**src/rtl/shifter_pkg.sv**
```systemverilog
// Shared types and sizes for the 32-bit integer barrel shifter.
// Latency: none (package only; no logic).
// Backpressure: not applicable.
package shifter_pkg;

    localparam int WIDTH = 32;
    localparam int SA_W  = $clog2(WIDTH);

    typedef enum logic [1:0] {
        SLL = 2'd0,
        SRL = 2'd1,
        SRA = 2'd2
    } shift_mode_t;

    // Left shifts ignore Arith, so SLA collapses onto SLL.
    function automatic shift_mode_t decode_mode(input logic right, input logic arith);
        if (!right) begin
            return SLL;
        end else if (arith) begin
            return SRA;
        end
        return SRL;
    endfunction

endpackage

```
**src/rtl/shift_stage.sv**
```systemverilog
// One log stage of the barrel shifter: shifts by DIST when enabled, else passes data through.
// Latency: purely combinational.
// Backpressure: none; follows its inputs every cycle.
module shift_stage
    import shifter_pkg::*;
#(
    parameter int DIST = 1
) (
    input  logic [WIDTH-1:0] data,
    input  logic             enable,
    input  logic             dir,
    input  logic             fill,
    output logic [WIDTH-1:0] result
);

    // dir=1 shifts right, dir=0 shifts left; vacated bits take the fill bit.
    always_comb begin
        result = data;
        if (enable) begin
            if (dir) begin
                result = {{DIST{fill}}, data[WIDTH-1:DIST]};
            end else begin
                result = {data[WIDTH-1-DIST:0], {DIST{fill}}};
            end
        end
    end

endmodule

```
**src/rtl/shifter_32.sv**
```systemverilog
// 32-bit barrel shifter (SLL/SRL/SRA) for the EX stage; five log stages then an output register.
// Latency: 1 cycle from in_valid to out_valid; Sh holds when no op is accepted.
// Backpressure: none; a new operation may be accepted every cycle.
module shifter_32
    import shifter_pkg::*;
(
    input  logic             clk,
    input  logic             rst,
    input  logic             in_valid,
    input  logic [WIDTH-1:0] X,
    input  logic [SA_W-1:0]  Sa,
    input  logic             Arith,
    input  logic             Right,
    output logic [WIDTH-1:0] Sh,
    output logic             out_valid
);

    shift_mode_t      mode;
    logic             fill;
    logic [WIDTH-1:0] chain [0:SA_W];

    // Only an arithmetic right shift replicates the sign; everything else fills with zero.
    always_comb begin
        mode = decode_mode(Right, Arith);
        fill = (mode == SRA) ? X[WIDTH-1] : 1'b0;
    end

    assign chain[0] = X;

    // Stage i handles shift-amount bit SA_W-1-i, i.e. distances 16, 8, 4, 2, 1.
    for (genvar i = 0; i < SA_W; i++) begin : g_stage
        shift_stage #(
            .DIST (1 << (SA_W - 1 - i))
        ) u_stage (
            .data   (chain[i]),
            .enable (Sa[SA_W-1-i]),
            .dir    (Right),
            .fill   (fill),
            .result (chain[i+1])
        );
    end

    // Register the result; reset wins over a valid op, idle cycles hold Sh.
    always_ff @(posedge clk) begin
        if (rst) begin
            Sh        <= '0;
            out_valid <= 1'b0;
        end else begin
            out_valid <= in_valid;
            if (in_valid) begin
                Sh <= chain[SA_W];
            end
        end
    end

endmodule

```
**config.mk**
```make
export PLATFORM = sky130hd
export DESIGN_NAME = shifter_32
export DESIGN_NICKNAME = d
export VERILOG_FILES = /design/src/rtl/shifter_pkg.sv /design/src/rtl/shift_stage.sv /design/src/rtl/shifter_32.sv
export SDC_FILE = /design/constraint.sdc
export NUM_CORES = 1
export LEC_CHECK = 0
export CORE_MARGIN = 3
export CORE_UTILIZATION = 52
export DETAILED_ROUTE_END_ITERATION = 6
export PLACE_DENSITY = 0.8
export SYNTH_ARGS = -nofsm -noshare
export SYNTH_HDL_FRONTEND = slang
export SYNTH_SLANG_ARGS = --single-unit
```
**constraint.sdc**
```tcl
create_clock -name clk -period 2.1 [get_ports clk]
set_input_delay 0.315 -clock clk [delete_from_list [all_inputs] [get_ports clk]]
set_output_delay 0.315 -clock clk [all_outputs]
set_load 0.03 [all_outputs]
```
==> impl_metrics.toml, run 1 <==
[sta]
crit_endpoint = "Sh[19]$_SDFFE_PP0P_/D"
worst-ep-kind = "register data pin"

[placement]
dp_hpwl_um = 21400
gp_congestion = 1.34
io_buffer_count = 74

[floorplanning]
std_cell_rows = 36
io_pins = 75
die_x_um = 107
start_util = 0.538
die_h_um = 107

[yosys]
async_flop_share = 0
syn_nets = 821
syn_avg_cell_area_um2 = 6.82
yosys_warnings = 0
synthCells = 779
synth.ff_latch_count = 33
syn_area_mm2 = 0.00531
ys_seq_area_frac = 0.124
ys_types = 90
synth_flop_cell = "dfxtp_1"
synth-edff-count = 0

[run_status]
outcome = "stopped before the end"
failed_stage = "global routing"
error = "[ERROR GRT-0232] Routing congestion too high. Check the congestion heatmap in the GUI."

[clocking]
cts_buffer_depth = 2
numCtsBuffers = 5
cts-root-buf = "clkbuf_8"
h-tree-depth = 2
clkSinkCount = 33

[grt]
grt_overflow = 1592
grt_max_degree = 69
grt_use_total = 1.12
## per-layer routing
layer  global-route usage  overflow
met1                0.944        38
met2                 1.47      1107
met3                0.889        42
met4                 1.31       401
met5                0.648         4
## cell usage after synthesis (6+ instances only)
cell | count | area, µm²
nand2_1 | 63 | 236
buf_4 | 10 | 75.1
nor2b_1 | 9 | 56.3
a211oi_1 | 21 | 158
o221ai_1 | 12 | 105
nor2_1 | 95 | 357
o32ai_1 | 6 | 52.6
buf_6 | 6 | 67.6
buf_2 | 23 | 115
o21a_1 | 6 | 45.0
o21bai_1 | 7 | 52.6
a211o_1 | 9 | 78.8
o21ai_0 | 51 | 255
a221o_1 | 7 | 70.1
a221oi_1 | 12 | 105
inv_1 | 7 | 26.3
o22ai_1 | 17 | 106
and3_1 | 7 | 43.8
a31oi_1 | 19 | 119
nand2b_1 | 20 | 125
mux2i_1 | 33 | 330
a21oi_1 | 52 | 260
a311oi_1 | 8 | 70.1
mux2_2 | 7 | 78.8
o211ai_1 | 24 | 180
nor3_1 | 22 | 110
nand3_1 | 36 | 180
clkbuf_1 | 33 | 124
dfxtp_1 | 33 | 661
or3_1 | 6 | 37.5
## metrics by stage
step                setup WS, ns  cell area, µm²  setup TNS [ns]  cells  hold slack, ns
CTS                      -0.0417            8280         -0.0585   1174           0.472
detailed placement        -0.703            7760          -17.61   1157           0.455
global placement          -0.592            7760          -15.40   1157           0.447
floorplan               -0.00388            5320        -0.00388    779           0.548
## repair_timing
item	in CTS
setup buffers	11
gates cloned	0
resized for setup	101
hold buffers	0
pin swaps	34
setup endpoints to repair	32
## logic make-up after synthesis
logic type / count (synthesis) / synth area share
mux: 41 / 0.0813
flops: 33 / 0.124
simple gates: 294 / 0.266
buf+inv: 86 / 0.0818
compound gates: 325 / 0.447
==> inputs of run 2 (changes only) <==
--- a/config.mk
+++ b/config.mk
@@ -6,9 +6,9 @@
 export NUM_CORES = 1
 export LEC_CHECK = 0
 export CORE_MARGIN = 3
-export CORE_UTILIZATION = 52
+export CORE_UTILIZATION = 39
 export DETAILED_ROUTE_END_ITERATION = 6
-export PLACE_DENSITY = 0.8
+export PLACE_DENSITY_LB_ADDON = 0.15
 export SYNTH_ARGS = -nofsm -noshare
 export SYNTH_HDL_FRONTEND = slang
 export SYNTH_SLANG_ARGS = --single-unit
==> constraint.sdc (replaced) <==
create_clock -name clk -period 2.7 [get_ports clk]
set_input_delay 0.405 -clock clk [delete_from_list [all_inputs] [get_ports clk]]
set_output_delay 0.405 -clock clk [all_outputs]
set_load 0.03 [all_outputs]
==> run 2 against run 1 <==
Net effect: the run now ends clean; synthesized cell count is the same; synthesized area is the same.
==> impl_metrics.toml, run 2 <==
[run_status]
outcome = "finished, final reports clean"

[yosys]
ys_top_cells_by_count = "nor2_1 (95), nand2_1 (63), a21oi_1 (52)"
synth_flop_cell = "dfxtp_1"
ys_seq_area_frac = 0.124
syn_area_mm2 = 0.00531
syn_nets = 821
async_flop_share = 0
ys_types = 90
synthCells = 779
synth_top_area_share = 0.124
synth_largest_area_cell = "dfxtp_1"
synthTopCellsByArea = "dfxtp_1 (12%), nor2_1 (6.7%), mux2i_1 (6.2%)"
synth-edff-count = 0
syn_avg_cell_area_um2 = 6.82
yosysMostFrequentCell = "nor2_1"
yosys_warnings = 0
synth.ff_latch_count = 33

[hold_path]
hold_end = "Sh[1]$_SDFFE_PP0P_"
hp-start = "Sh[1]$_SDFFE_PP0P_"
hold_path.class = "flop to flop"
min_path_cells = 2

[grt]
grt_pass1_wl_um = 43700
first_global_vias = 7248
grt_max_degree = 44
grt_overflow = 0
grt_use_total = 0.380
antenna_found_initial = 0

[setup_path]
rrSetupSlack_ns = 1.58
r2r_end = "Sh[13]$_SDFFE_PP0P_"
rr_worst_depth = 3
required_ns = 2.88
cp.arrival_ns = 2.86
critPathKind = "input pin to flop"
critPathCaptureType = "flop"
cp_max_fo = 5
r2r-start = "Sh[13]$_SDFFE_PP0P_"
startpoint_type = "input pin"

[drt]
drc_errors = 0
routed_wl_um = 29100
num_vias = 7790
avgViaCountPerCell = 6.82
drt_first_pass_iters = 6
avgRoutedWirePerCell_um = 25.4
drt_iter0_markers = 1001
ant_nets = 0

[cells_and_area]
reg_top3 = "Sh x32, out_valid x1"
seq_area_um2 = 661
syn2layout_area_growth_pct = 40.3
largest_reg_flops = 32
layout_commonest_cell = "buf_4"
drive_above_1_share = 0.241
diodes = 0
nets = 1010
fillCellCount = 1315
finish.utilization = 0.560
most-common-layout-cells = "buf_4 (182), nor2_1 (95), clkdlybuf4s50_1 (69)"
regMostFlops = "Sh"
multiInputGateArea_mm2 = 0.00425

[clocking]
ctsHoldBuffers = 0
numCtsBuffers = 5
path_clk_slew_ns = 0.05
clkSinkCount = 33
clk-insertion-delay-late_ns = 0.28
h-tree-depth = 2
cts_tree = "yes"
cts_buffer_depth = 2
cts-root-buf = "clkbuf_16"

[sta]
worst_slew_pin_slew_ns = 0.751
maxSlewViolCount = 0
finalSetupTns_ns = 0
finClkSkew_ns = 0
relSlewSlack = 0.498
min_period_ns = 2.68
finalWorstSetupSlack_ns = 0.0213
hold_viol_final = 0
max_freq_mhz = 373
rsz0062_at_grt = "false"
finalSetupViolCount = 0
finalCritPeriodShare = 0.992

[pwr]
pwr-share-comb = 0.578
ir_drop_v = 0.000311
p_seq_frac = 0.214
power.share.clock = 0.208
power_density_mw_per_mm2 = 350
swShare = 0.430
intPower_mw = 1.49
leakage_nw = 2.98
p_sw_mw = 1.12

[placement]
io_buffer_count = 74
gp_congestion = 1.08
dp_hpwl_um = 23200
dp_slack_ns = -0.279

[floorplanning]
io_pins = 75
coreArea_mm2 = 0.0133
die_h_um = 123
die_area_mm2 = 0.0151
die_x_um = 123
start_util = 0.399
std_cell_rows = 42

[run]
drv_cap = 0
run 2: through the flow:
stage | instances | total power, mW | hold slack, ns | area [µm²]
2_1_floorplan | 779 | 1.32 | 0.581 | 5310
3_3_place_gp | 1137 | 2.00 | 0.449 | 7290
3_5_place_dp | 1137 | 2.01 | 0.448 | 7290
4_1_cts | 1143 | 2.55 | 0.460 | 7420
5_1_grt | 1143 | 2.71 | 0.493 | 7450
6_report | 1143 | 2.61 | 0.455 | 7450
run 2: critical path: stages:
cell and delay, ns:
clkdlybuf4s50_1 0.58, buf_4 0.16, nand2_1 0.13, nand3_1 0.32, buf_4 0.19, nand2_1 0.06, o221ai_1 0.48, o21a_1 0.21
nor3_1 0.04, nor4b_1 0.28
run 2: per-layer routing:
layer	up-vias	global-route usage	part of all wire
met3	113	0.0894	0.10
met1	3664	0.499	0.40
met5	-	0	0
met2	567	0.595	0.45
li1	3446	-	-
met4	0	0.162	0.050
run 2: worst max path at each step:
stage	from	endpoint	slack, ns	depth (start not counted)
3_5_place_dp	X[31]	Sh[25]$_SDFFE_PP0P_	-0.28	9
4_1_cts	X[31]	Sh[25]$_SDFFE_PP0P_	0.02	9
5_1_grt	X[22]	Sh[29]$_SDFFE_PP0P_	0.004	9
2_1_floorplan	X[31]	Sh[29]$_SDFFE_PP0P_	0.47	9
3_3_place_gp	X[31]	Sh[25]$_SDFFE_PP0P_	-0.25	10
6_report	X[31]	Sh[26]$_SDFFE_PP0P_	0.02	10
run 2: layout make-up:
class | count | area share
clock buffer | 5 | 0.0168
clock inverter | 1 | 0.000672
inverter | 9 | 0.00453
multi-input combinational | 660 | 0.570
sequential | 33 | 0.0887
tap | 176 | 0.0296
timing repair buffer | 259 | 0.290
run 2: cells by family after synthesis:
kind of cell,count (synthesis),share of synthesized area
AOI/OAI and AO/OA,325,0.447
buffers and inverters,86,0.0818
DFF,33,0.124
muxes,41,0.0813
and+or+nand+nor,294,0.266
run 2: what timing repair did:
| item | CTS | global route |
|---|---|---|
| gates resized for setup | 0 | 11 |
| endpoints found under the hold margin | 0 | 0 |
| setup endpoints to repair | 0 | 14 |
| buffers inserted | 0 | 0 |
run 2: power groups by stage:
stage	Sequential (mW)	Clock (mW)	Combinational, mW
final	0.557	0.541	1.51
after global routing	0.561	0.569	1.58
after CTS	0.557	0.547	1.45
after detailed placement	0.567	0	1.45
after global placement	0.565	0	1.44
after floorplan	0.645	0	0.675
(Power assumes the default switching activity.)
